File: src/rtl/time_syn_tx_if.sv
// rtl/time_syn_tx_if.sv - control-frame transmit stream interface
interface time_syn_tx_if;
    logic        tvalid;
    logic [63:0] tdata;
    logic        tlast;
    logic [7:0]  tkeep;
    logic        tuser;
    logic        tready;

    modport master (output tvalid, tdata, tlast, tkeep, tuser, input tready);
    modport slave  (input tvalid, tdata, tlast, tkeep, tuser, output tready);
endinterface

File: src/rtl/time_syn_tx.sv
// rtl/time_syn_tx.sv - timestamp / standard-time / return / slot-ID control frame transmitter
// Slot-ID frame generation is built only when TIME_SYN_TX_SLOT_EN is defined.
module time_syn_tx #(
    parameter logic [15:0] P_SLOT_ID_TYPE = 16'hff03,
    parameter logic [47:0] P_SRC_MAC      = 48'h00_0a_35_00_00_01,
    parameter logic [63:0] P_TS_COMP      = 64'd0
) (
    input  logic          i_clk,
    input  logic          i_rst,
    input  logic [63:0]   i_local_time,
    input  logic          i_send_ts,
    input  logic          i_send_std,
    input  logic [63:0]   i_std_time,
    input  logic          i_send_return,
    input  logic [63:0]   i_return_ts,
    input  logic          i_send_slot,
    input  logic          i_slot_id,
    input  logic [47:0]   i_dest_mac,
    output logic          o_busy,
    output logic          o_frame_done,
    time_syn_tx_if.master m_ctrl_tx_axis
);
    localparam logic [63:0] PFX_TS  = 64'h66;
    localparam logic [63:0] PFX_STD = 64'h88;
    localparam logic [63:0] PFX_RET = 64'h55;

`ifdef TIME_SYN_TX_SLOT_EN
    typedef enum logic [1:0] {IDLE, HDR, PAY, SLOT} state_t;
`else
    typedef enum logic [1:0] {IDLE, HDR, PAY} state_t;
`endif

    state_t      state;
    logic        pend_ts;
    logic        pend_std;
    logic        pend_ret;
    logic [63:0] lat_std;
    logic [63:0] lat_ret;
    logic [63:0] pay;
    logic        pay_is_ts;
    logic        tvalid;
    logic        tlast;
    logic [63:0] tdata;
    logic        win_slot;
    logic        win_ret;
    logic        win_ts;
    logic        win_std;
    logic        arb;

`ifdef TIME_SYN_TX_SLOT_EN
    logic        pend_slot;
    logic        lat_sid;
    logic [47:0] lat_mac;
    logic [2:0]  beat;
    assign win_slot = pend_slot;
`else
    logic slot_unused;
    assign win_slot    = 1'b0;
    assign slot_unused = &{1'b0, i_send_slot, i_slot_id, i_dest_mac};
`endif

    assign arb = (state == IDLE);

    always_comb begin
        win_ret = ~win_slot & pend_ret;
        win_ts  = ~win_slot & ~pend_ret & pend_ts;
        win_std = ~win_slot & ~pend_ret & ~pend_ts & pend_std;
    end

    always_ff @(posedge i_clk or posedge i_rst) begin
        if (i_rst) begin
            state        <= IDLE;
            pend_ts      <= 1'b0;
            pend_std     <= 1'b0;
            pend_ret     <= 1'b0;
            lat_std      <= 64'd0;
            lat_ret      <= 64'd0;
            pay          <= 64'd0;
            pay_is_ts    <= 1'b0;
            tvalid       <= 1'b0;
            tlast        <= 1'b0;
            tdata        <= 64'd0;
            o_busy       <= 1'b0;
            o_frame_done <= 1'b0;
`ifdef TIME_SYN_TX_SLOT_EN
            pend_slot    <= 1'b0;
            lat_sid      <= 1'b0;
            lat_mac      <= 48'd0;
            beat         <= 3'd0;
`endif
        end else begin
            o_frame_done <= 1'b0;

            // A pulse in the same cycle as the clear re-arms the flag for one more frame.
            pend_ts  <= i_send_ts     | (pend_ts  & ~(arb & win_ts));
            pend_std <= i_send_std    | (pend_std & ~(arb & win_std));
            pend_ret <= i_send_return | (pend_ret & ~(arb & win_ret));
            if (i_send_std)    lat_std <= i_std_time;
            if (i_send_return) lat_ret <= i_return_ts;
`ifdef TIME_SYN_TX_SLOT_EN
            pend_slot <= i_send_slot | (pend_slot & ~(arb & win_slot));
            if (i_send_slot) begin
                lat_mac <= i_dest_mac;
                lat_sid <= i_slot_id;
            end
`endif

            case (state)
                IDLE: begin
`ifdef TIME_SYN_TX_SLOT_EN
                    if (win_slot) begin
                        state  <= SLOT;
                        tvalid <= 1'b1;
                        tlast  <= 1'b0;
                        o_busy <= 1'b1;
                        beat   <= 3'd0;
                        tdata  <= {P_SRC_MAC, lat_mac[47:32]};
                        pay    <= {lat_mac[31:0], P_SLOT_ID_TYPE, 15'd0, lat_sid};
                    end else
`endif
                    if (win_ret | win_ts | win_std) begin
                        state     <= HDR;
                        tvalid    <= 1'b1;
                        tlast     <= 1'b0;
                        o_busy    <= 1'b1;
                        pay_is_ts <= win_ts;
                        tdata     <= win_ret ? PFX_RET : (win_ts ? PFX_TS : PFX_STD);
                        pay       <= win_ret ? lat_ret : lat_std;
                    end
                end
                HDR: begin
                    if (m_ctrl_tx_axis.tready) begin
                        state <= PAY;
                        tdata <= pay_is_ts ? (i_local_time + P_TS_COMP) : pay;
                        tlast <= 1'b1;
                    end
                end
                PAY: begin
                    if (m_ctrl_tx_axis.tready) begin
                        state        <= IDLE;
                        tvalid       <= 1'b0;
                        tlast        <= 1'b0;
                        tdata        <= 64'd0;
                        o_busy       <= 1'b0;
                        o_frame_done <= 1'b1;
                    end
                end
`ifdef TIME_SYN_TX_SLOT_EN
                SLOT: begin
                    if (m_ctrl_tx_axis.tready) begin
                        beat <= beat + 3'd1;
                        if (beat == 3'd7) begin
                            state        <= IDLE;
                            tvalid       <= 1'b0;
                            tlast        <= 1'b0;
                            tdata        <= 64'd0;
                            o_busy       <= 1'b0;
                            o_frame_done <= 1'b1;
                        end else begin
                            tdata <= (beat == 3'd0) ? pay : 64'd0;
                            tlast <= (beat == 3'd6);
                        end
                    end
                end
`endif
                default: state <= IDLE;
            endcase
        end
    end

    assign m_ctrl_tx_axis.tvalid = tvalid;
    assign m_ctrl_tx_axis.tdata  = tdata;
    assign m_ctrl_tx_axis.tlast  = tlast;
    assign m_ctrl_tx_axis.tkeep  = 8'hFF;
    assign m_ctrl_tx_axis.tuser  = 1'b0;
endmodule

File: src/flat_wrapper.sv
// flat-port wrapper written by rule: the top's interface ports become plain ports
module time_syn_tx_flat 
#(
    parameter logic [15:0] P_SLOT_ID_TYPE = 16'hff03,
    parameter logic [47:0] P_SRC_MAC      = 48'h00_0a_35_00_00_01,
    parameter logic [63:0] P_TS_COMP      = 64'd0
)
  (i_clk, i_rst, i_local_time, i_send_ts, i_send_std, i_std_time, i_send_return, i_return_ts, i_send_slot, i_slot_id, i_dest_mac, o_busy, o_frame_done, m_ctrl_tx_axis_tvalid, m_ctrl_tx_axis_tdata, m_ctrl_tx_axis_tlast, m_ctrl_tx_axis_tkeep, m_ctrl_tx_axis_tuser, m_ctrl_tx_axis_tready);
  time_syn_tx_if m_ctrl_tx_axis_i ();
  input  logic i_clk;
  input  logic i_rst;
  input  logic [63:0] i_local_time;
  input  logic i_send_ts;
  input  logic i_send_std;
  input  logic [63:0] i_std_time;
  input  logic i_send_return;
  input  logic [63:0] i_return_ts;
  input  logic i_send_slot;
  input  logic i_slot_id;
  input  logic [47:0] i_dest_mac;
  output logic o_busy;
  output logic o_frame_done;
  output wire logic [$bits(m_ctrl_tx_axis_i.tvalid)-1:0] m_ctrl_tx_axis_tvalid;
  output wire logic [$bits(m_ctrl_tx_axis_i.tdata)-1:0] m_ctrl_tx_axis_tdata;
  output wire logic [$bits(m_ctrl_tx_axis_i.tlast)-1:0] m_ctrl_tx_axis_tlast;
  output wire logic [$bits(m_ctrl_tx_axis_i.tkeep)-1:0] m_ctrl_tx_axis_tkeep;
  output wire logic [$bits(m_ctrl_tx_axis_i.tuser)-1:0] m_ctrl_tx_axis_tuser;
  input wire logic [$bits(m_ctrl_tx_axis_i.tready)-1:0] m_ctrl_tx_axis_tready;
  assign m_ctrl_tx_axis_tvalid = m_ctrl_tx_axis_i.tvalid;
  assign m_ctrl_tx_axis_tdata = m_ctrl_tx_axis_i.tdata;
  assign m_ctrl_tx_axis_tlast = m_ctrl_tx_axis_i.tlast;
  assign m_ctrl_tx_axis_tkeep = m_ctrl_tx_axis_i.tkeep;
  assign m_ctrl_tx_axis_tuser = m_ctrl_tx_axis_i.tuser;
  assign m_ctrl_tx_axis_i.tready = m_ctrl_tx_axis_tready;
  time_syn_tx #(.P_SLOT_ID_TYPE(P_SLOT_ID_TYPE), .P_SRC_MAC(P_SRC_MAC), .P_TS_COMP(P_TS_COMP)) u_core (.i_clk(i_clk), .i_rst(i_rst), .i_local_time(i_local_time), .i_send_ts(i_send_ts), .i_send_std(i_send_std), .i_std_time(i_std_time), .i_send_return(i_send_return), .i_return_ts(i_return_ts), .i_send_slot(i_send_slot), .i_slot_id(i_slot_id), .i_dest_mac(i_dest_mac), .o_busy(o_busy), .o_frame_done(o_frame_done), .m_ctrl_tx_axis(m_ctrl_tx_axis_i));
endmodule
File: config.mk
export PLATFORM = sky130hd
export DESIGN_NAME = time_syn_tx_flat
export DESIGN_NICKNAME = d
export VERILOG_FILES = /design/src/rtl/time_syn_tx_if.sv /design/src/rtl/time_syn_tx.sv /design/src/flat_wrapper.sv
export SDC_FILE = /design/constraint.sdc
export NUM_CORES = 1
export LEC_CHECK = 0
export CORE_MARGIN = 4
export CORE_UTILIZATION = 35
export CTS_CLUSTER_DIAMETER = 50
export DETAILED_ROUTE_END_ITERATION = 6
export HOLD_SLACK_MARGIN = 0.03
export PLACE_DENSITY_LB_ADDON = 0.15
export SYNTH_ARGS = -nofsm -noshare
export SYNTH_HDL_FRONTEND = slang
export SYNTH_SLANG_ARGS = --single-unit
File: constraint.sdc
create_clock -name i_clk -period 7.4 [get_ports i_clk]
set_clock_uncertainty 0.1 [all_clocks]
set_input_delay 0.74 -clock i_clk [delete_from_list [all_inputs] [get_ports i_clk]]
set_output_delay 0.74 -clock i_clk [all_outputs]
set_load 0.03 [all_outputs]
Yosys cells after proc, flatten, opt, wreduce, memory -nomap -nowiden
Index checks and enable logic that the tools add are counted.
- bits in registers: 265
- input port bits: 248
- output and inout port bits: 77
- logic and storage cells: 63
- equality and inequality tests: 5
- muxes and demuxes: 20
- bitwise logic cells: 19
- reduce and logical (&&, ||, !) cells: 7
- operator list (kind ; number):
    2-to-1 mux 64 bit ; 6
    one-hot mux 64 bit (3 select lines) ; 1
    AND 1 bit ; 9
    2-to-1 mux 8 bit ; 1
    2-to-1 mux 1 bit ; 6
    2-to-1 mux 2 bit ; 3
    != test 2 bit (second input constant) ; 3
    one-hot mux 2 bit (3 select lines) ; 1
    AND reduction 3 bit ; 2
    NOT 1 bit ; 5
    OR 1 bit ; 5
    AND reduction 4 bit ; 1
    one-hot mux 1 bit (3 select lines) ; 1
    nonzero test 3 bit ; 1
    == test 2 x 1 -> 1 bit (second input constant) ; 1
    == test 2 bit (second input constant) ; 1
    logical NOT 2 bit ; 1
    one-hot mux 1 bit (2 select lines) ; 1
    AND reduction 2 bit ; 1
    nonzero test 2 bit ; 1

Longest topological paths before layout
- depth after elaboration: 7
- mapped depth: 8
- depth with buffers taken out: 5

Worst setup path before layout
OpenSTA, ideal clock, no wires.
- path kind: flip-flop to flip-flop
- start point: register u_core.state[0]
- end point: register u_core.tdata[0] (netlist: u_core.m_ctrl_tx_axis.tdata[0])
- setup time: 0.125 ns
- arrival: 1.719 ns
- setup slack: 5.456 ns
- stages on the path, launching flop included: 9
- path buffers: 3
- period minus slack after synthesis: 1.944 ns
- cell sequence: dfrtp_1 > inv_1 > ha_1 > clkbuf_1 > nor2_1 > nor3_2 > buf_6 > buf_6 > mux2_4
- cells in the longest elaborated chain, start to end: 3
- elaborated cells between the ends (all ways): 9
- those cells by class: 5 x eq/ne; 1 x mux; 3 x reduce/logical
- RTL lines (what ; line ; source):
    start: declaration ; time_syn_tx.sv:33 ; state_t state;
    start signal: assignment ; time_syn_tx.sv:72 ; state <= IDLE;
    start signal: assignment ; time_syn_tx.sv:122 ; state <= HDR;
    start signal: assignment ; time_syn_tx.sv:133 ; state <= PAY;
    == test 2 bit (tied with other cells) ; time_syn_tx.sv:108 ; case (state)
    != test 2 bit (no line) / nonzero test 3 bit (equally long branches) ; - ;
    AND reduction 4 bit (no line) ; - ;
    end signal: assignment ; time_syn_tx.sv:127 ; tdata <= win_ret ? PFX_RET : (win_ts ? PFX_TS : PFX_STD);
    end signal: assignment ; time_syn_tx.sv:134 ; tdata <= pay_is_ts ? (i_local_time + P_TS_COMP) : pay;
    end: declaration ; time_syn_tx.sv:43 ; logic [63:0] tdata;
Parallel ways exist; a longest one is shown, timed or not.
A chain may end at the register's enable or synchronous reset.

Worst setup path after layout
- start point: register u_core.state[0]
- end point: register u_core.tdata[32] (netlist: u_core.m_ctrl_tx_axis.tdata[32])
Same word-level chain as after synthesis.

==> flow_summary_export.csv <==
group,metric,value,unit
pwr,power,6.195,mW
logic_synthesis,synth_area_leaders,"dfrtp_1 57%, mux2_2 14%, mux2i_1 11%",
min_path,holdPathStages,2,
detailed_routing,drtAntennaViolNets,0,
min_path,holdPathEnd,"u_core.pay[58]",
logic_synthesis,synthesis.area,0.01172,mm2
timing,slew_violations,0,
detailed_routing,vias,7528,
setup_path,crit_slowest_cell,"nand2_2",
setup_path,cp_slowest_stage_delay,0.61,ns
logic_synthesis,seq_area_frac_synth,0.5660,
detailed_routing,dr.pass1.iters,4,
logic_synthesis,synth-seq-cells,265,
setup_path,critical_path.cell_chain,"inv_1, ha_1, nand2_2, buf_4, nor2_1, mux2_4",
cts,clockBufferDepth,3,
cells_and_area,fin_nets,1383,
outcome,status,"complete, no violations",
logic_synthesis,yosysTopAreaCell,"dfrtp_1",
flow_run,max_cap_viol_count,0,
detailed_routing,wl_per_cell,18.42,um
setup_path,criticalPathCategory,"register to register",
logic_synthesis,yosysMostFrequentCell,"dfrtp_1",
detailed_routing,drt_iter0_markers,362,
cells_and_area,drive_gt1_frac,0.2355,
cts,cts_htree_levels,2,
logic_synthesis,yosysTopAreaCellShare,0.5660,
cts,cts_resized,0,
timing,whs,0.3763,ns
cts,cts_buffers,36,
detailed_routing,wirelength,29440,um
cts,cts_setup_buffers,0,
setup_path,worst-path-buf-inv,2,
die,fp.dieH,191.0,um
cts,cts_hold_buf,0,
logic_synthesis,syn_avg_cell_area,13.33,um2
timing,relSlewSlack,0.2986,
setup_path,rr_startpoint,"u_core.state[0]",
cells_and_area,stdcell_count,1598,
cells_and_area,nFillCells,3000,
logic_synthesis,synth_warnings,0,
logic_synthesis,yosysUniqueCellTypes,31,
setup_path,crit_cells,6,
logic_synthesis,synth_ff_type,"dfrtp_1",
logic_synthesis,ys_async_sr_fraction,1.000,
setup_path,cp_max_fo,34,
die,fp.dieArea,0.03647,mm2
timing,tightest_slew,1.052,ns
timing,setup_viol,0,
timing,final_hold_viol_count,0,
setup_path,critPathCaptureType,"register",
cts,clock_sinks,265,
pwr,power.density,391.0,mW/mm2
global_routing,antenna_found_initial,2,
timing,tns,0,ns
global_routing,grt_max_degree,131,
die,initial_utilization,0.3574,
cts,cts-root-buf,"clkbuf_16",
setup_path,rrSetupSlack,4.76,ns
place,post-dp-hpwl,18690,um
logic_synthesis,postSynthCellCount,879,
pwr,ir_drop,0.2563,mV
global_routing,grt_pass1_wl,46440,um
setup_path,arrival,2.91,ns
place,port-buffer-count,265,
min_path,hp-start,"u_core.pay[58]",
setup_path,cp.required,7.67,ns
place,gp_congestion,0.7201,
die,fp-row-count,66,
timing,post-route-period-util,0.3566,
cells_and_area,area_growth,35.24,%
setup_path,rr_worst_depth,6,
global_routing,grt_use_total,0.1622,
detailed_routing,drcViolationCount,0,
logic_synthesis,synth_edf_count,0,
global_routing,grt_pass1_vias,8010,
detailed_routing,viasPerCell,4.711,
setup_path,r2r_end,"u_core.m_ctrl_tx_axis.tdata[32]",
cts,clkTransAtPathRegs,0.06,ns
die,core_area,0.03278,mm2
cts,cts_tree,"built",
logic_synthesis,ys_top_cells_by_count,"265 x dfrtp_1, 144 x mux2_2, 129 x mux2i_1, 69 x o21ai_0, 66 x nand2_1",
pwr,p_leak,7.017,nW
setup_path,critPathLaunchType,"register",
timing,min_period,2.639,ns
global_routing,overflow,0,
place,placed_cells,1536,
cts,clock_latency,0.49,ns
die,die_w,191.0,um
die,ios,325,
timing,max_freq,378.9,MHz
setup_path,path_delay_family,"simple AND/OR/NAND/NOR gates",
min_path,hp-class,"register to register",
timing,grt_setup_unrepaired,"false",
-- how the worst max path moves through the flow --
stage / startpoint / endpoint / slack [ns]
after detailed placement: m_ctrl_tx_axis_tready / u_core.m_ctrl_tx_axis.tdata[42] / 4.51
after global placement: m_ctrl_tx_axis_tready / u_core.m_ctrl_tx_axis.tdata[42] / 4.53
final: u_core.state[0] / u_core.m_ctrl_tx_axis.tdata[32] / 4.76
after global routing: u_core.state[0] / u_core.m_ctrl_tx_axis.tdata[12] / 4.60
after CTS: u_core.state[0] / u_core.m_ctrl_tx_axis.tdata[32] / 4.69
after floorplan: i_rst / u_core.lat_ret[0] / 3.06
-- power by group --
group	internal, mW	switching [mW]
combinational	1.12	1.24
clock	1.03	0.635
sequential	1.87	0.301
-- worst register-to-register path, stage by stage, from the launching register on --
cell,delay [ns]
dfrtp_1,0.37
inv_1,0.08
ha_1,0.42
nand2_2,0.61
buf_4,0.52
nor2_1,0.14
mux2_4,0.27
-- cell usage in the layout (no fill, tap or decap), types with 3 or more instances in the layout --
cell type | synthesis | routed
clkdlybuf4s50_1 | 0 | 263
conb_1 | 2 | 9
dfrtp_1 | 265 | 263
o21ai_0 | 69 | 69
nor2_1 | 58 | 58
clkbuf_1 | 15 | 6
clkinv_2 | 0 | 3
mux2_2 | 144 | 144
nand2_1 | 66 | 65
ha_1 | 3 | 3
clkbuf_16 | 0 | 37
mux2_4 | 50 | 50
clkinvlp_4 | 0 | 6
buf_4 | 10 | 12
inv_6 | 0 | 3
inv_1 | 5 | 4
mux2i_1 | 129 | 129
clkbuf_8 | 0 | 4
-- layer usage --
metal  vias to the layer above  global-route usage  share of wire
li1                       3569                   -              -
met1                      3703              0.2180           0.45
met2                       209              0.2585           0.46
met3                        45             0.04511          0.068
met4                         2             0.04641          0.026
met5                         -                   0        0.00051
-- sequential cells by signal, indices dropped and copies added (netlist names) --
name                          cells
u_core.m_ctrl_tx_axis.tlast       1
u_core.m_ctrl_tx_axis.tvalid      1
u_core.state                      2
u_core.lat_ret                   64
u_core.pay_is_ts                  1
u_core.pend_ts                    1
u_core.m_ctrl_tx_axis.tdata      64
u_core.lat_std                   64
u_core.pend_ret                   1
u_core.o_frame_done               1
u_core.pay                       64
u_core.pend_std                   1
-- kinds of logic after synthesis --
logic type / Yosys count / share of synthesized area
adders and majority gates: 3 / 0.003204
AOI/OAI and AO/OA: 81 / 0.03738
muxes: 323 / 0.3127
and+or+nand+nor: 132 / 0.04603
other: 2 / 0.0006410
buffers and inverters: 73 / 0.03407
DFF: 265 / 0.5660
-- cell type report --
class / count / area, um2 / share of cell area
flip-flops and latches: 265 / 6639 / 0.4190
multi-input cells: 548 / 4735 / 0.2988
repair buffers: 276 / 2743 / 0.1731
clock buffers: 47 / 1003 / 0.06333
well taps: 442 / 553.0 / 0.03490
clock inverters: 14 / 147.6 / 0.009318
inverters: 5 / 22.52 / 0.001421
diodes: 1 / 2.502 / 0.0001579
-- through the flow --
stage	cell area (um2)	util	setup slack, ns
after floorplan	11750	-	3.062
after global placement	14690	0.4481	4.525
after detailed placement	14690	0.4481	4.507
after CTS	15840	0.4832	4.691
after global routing	15850	0.4833	4.601
final	15850	0.4833	4.761
No activity file was read; power rests on OpenSTA's default activity.
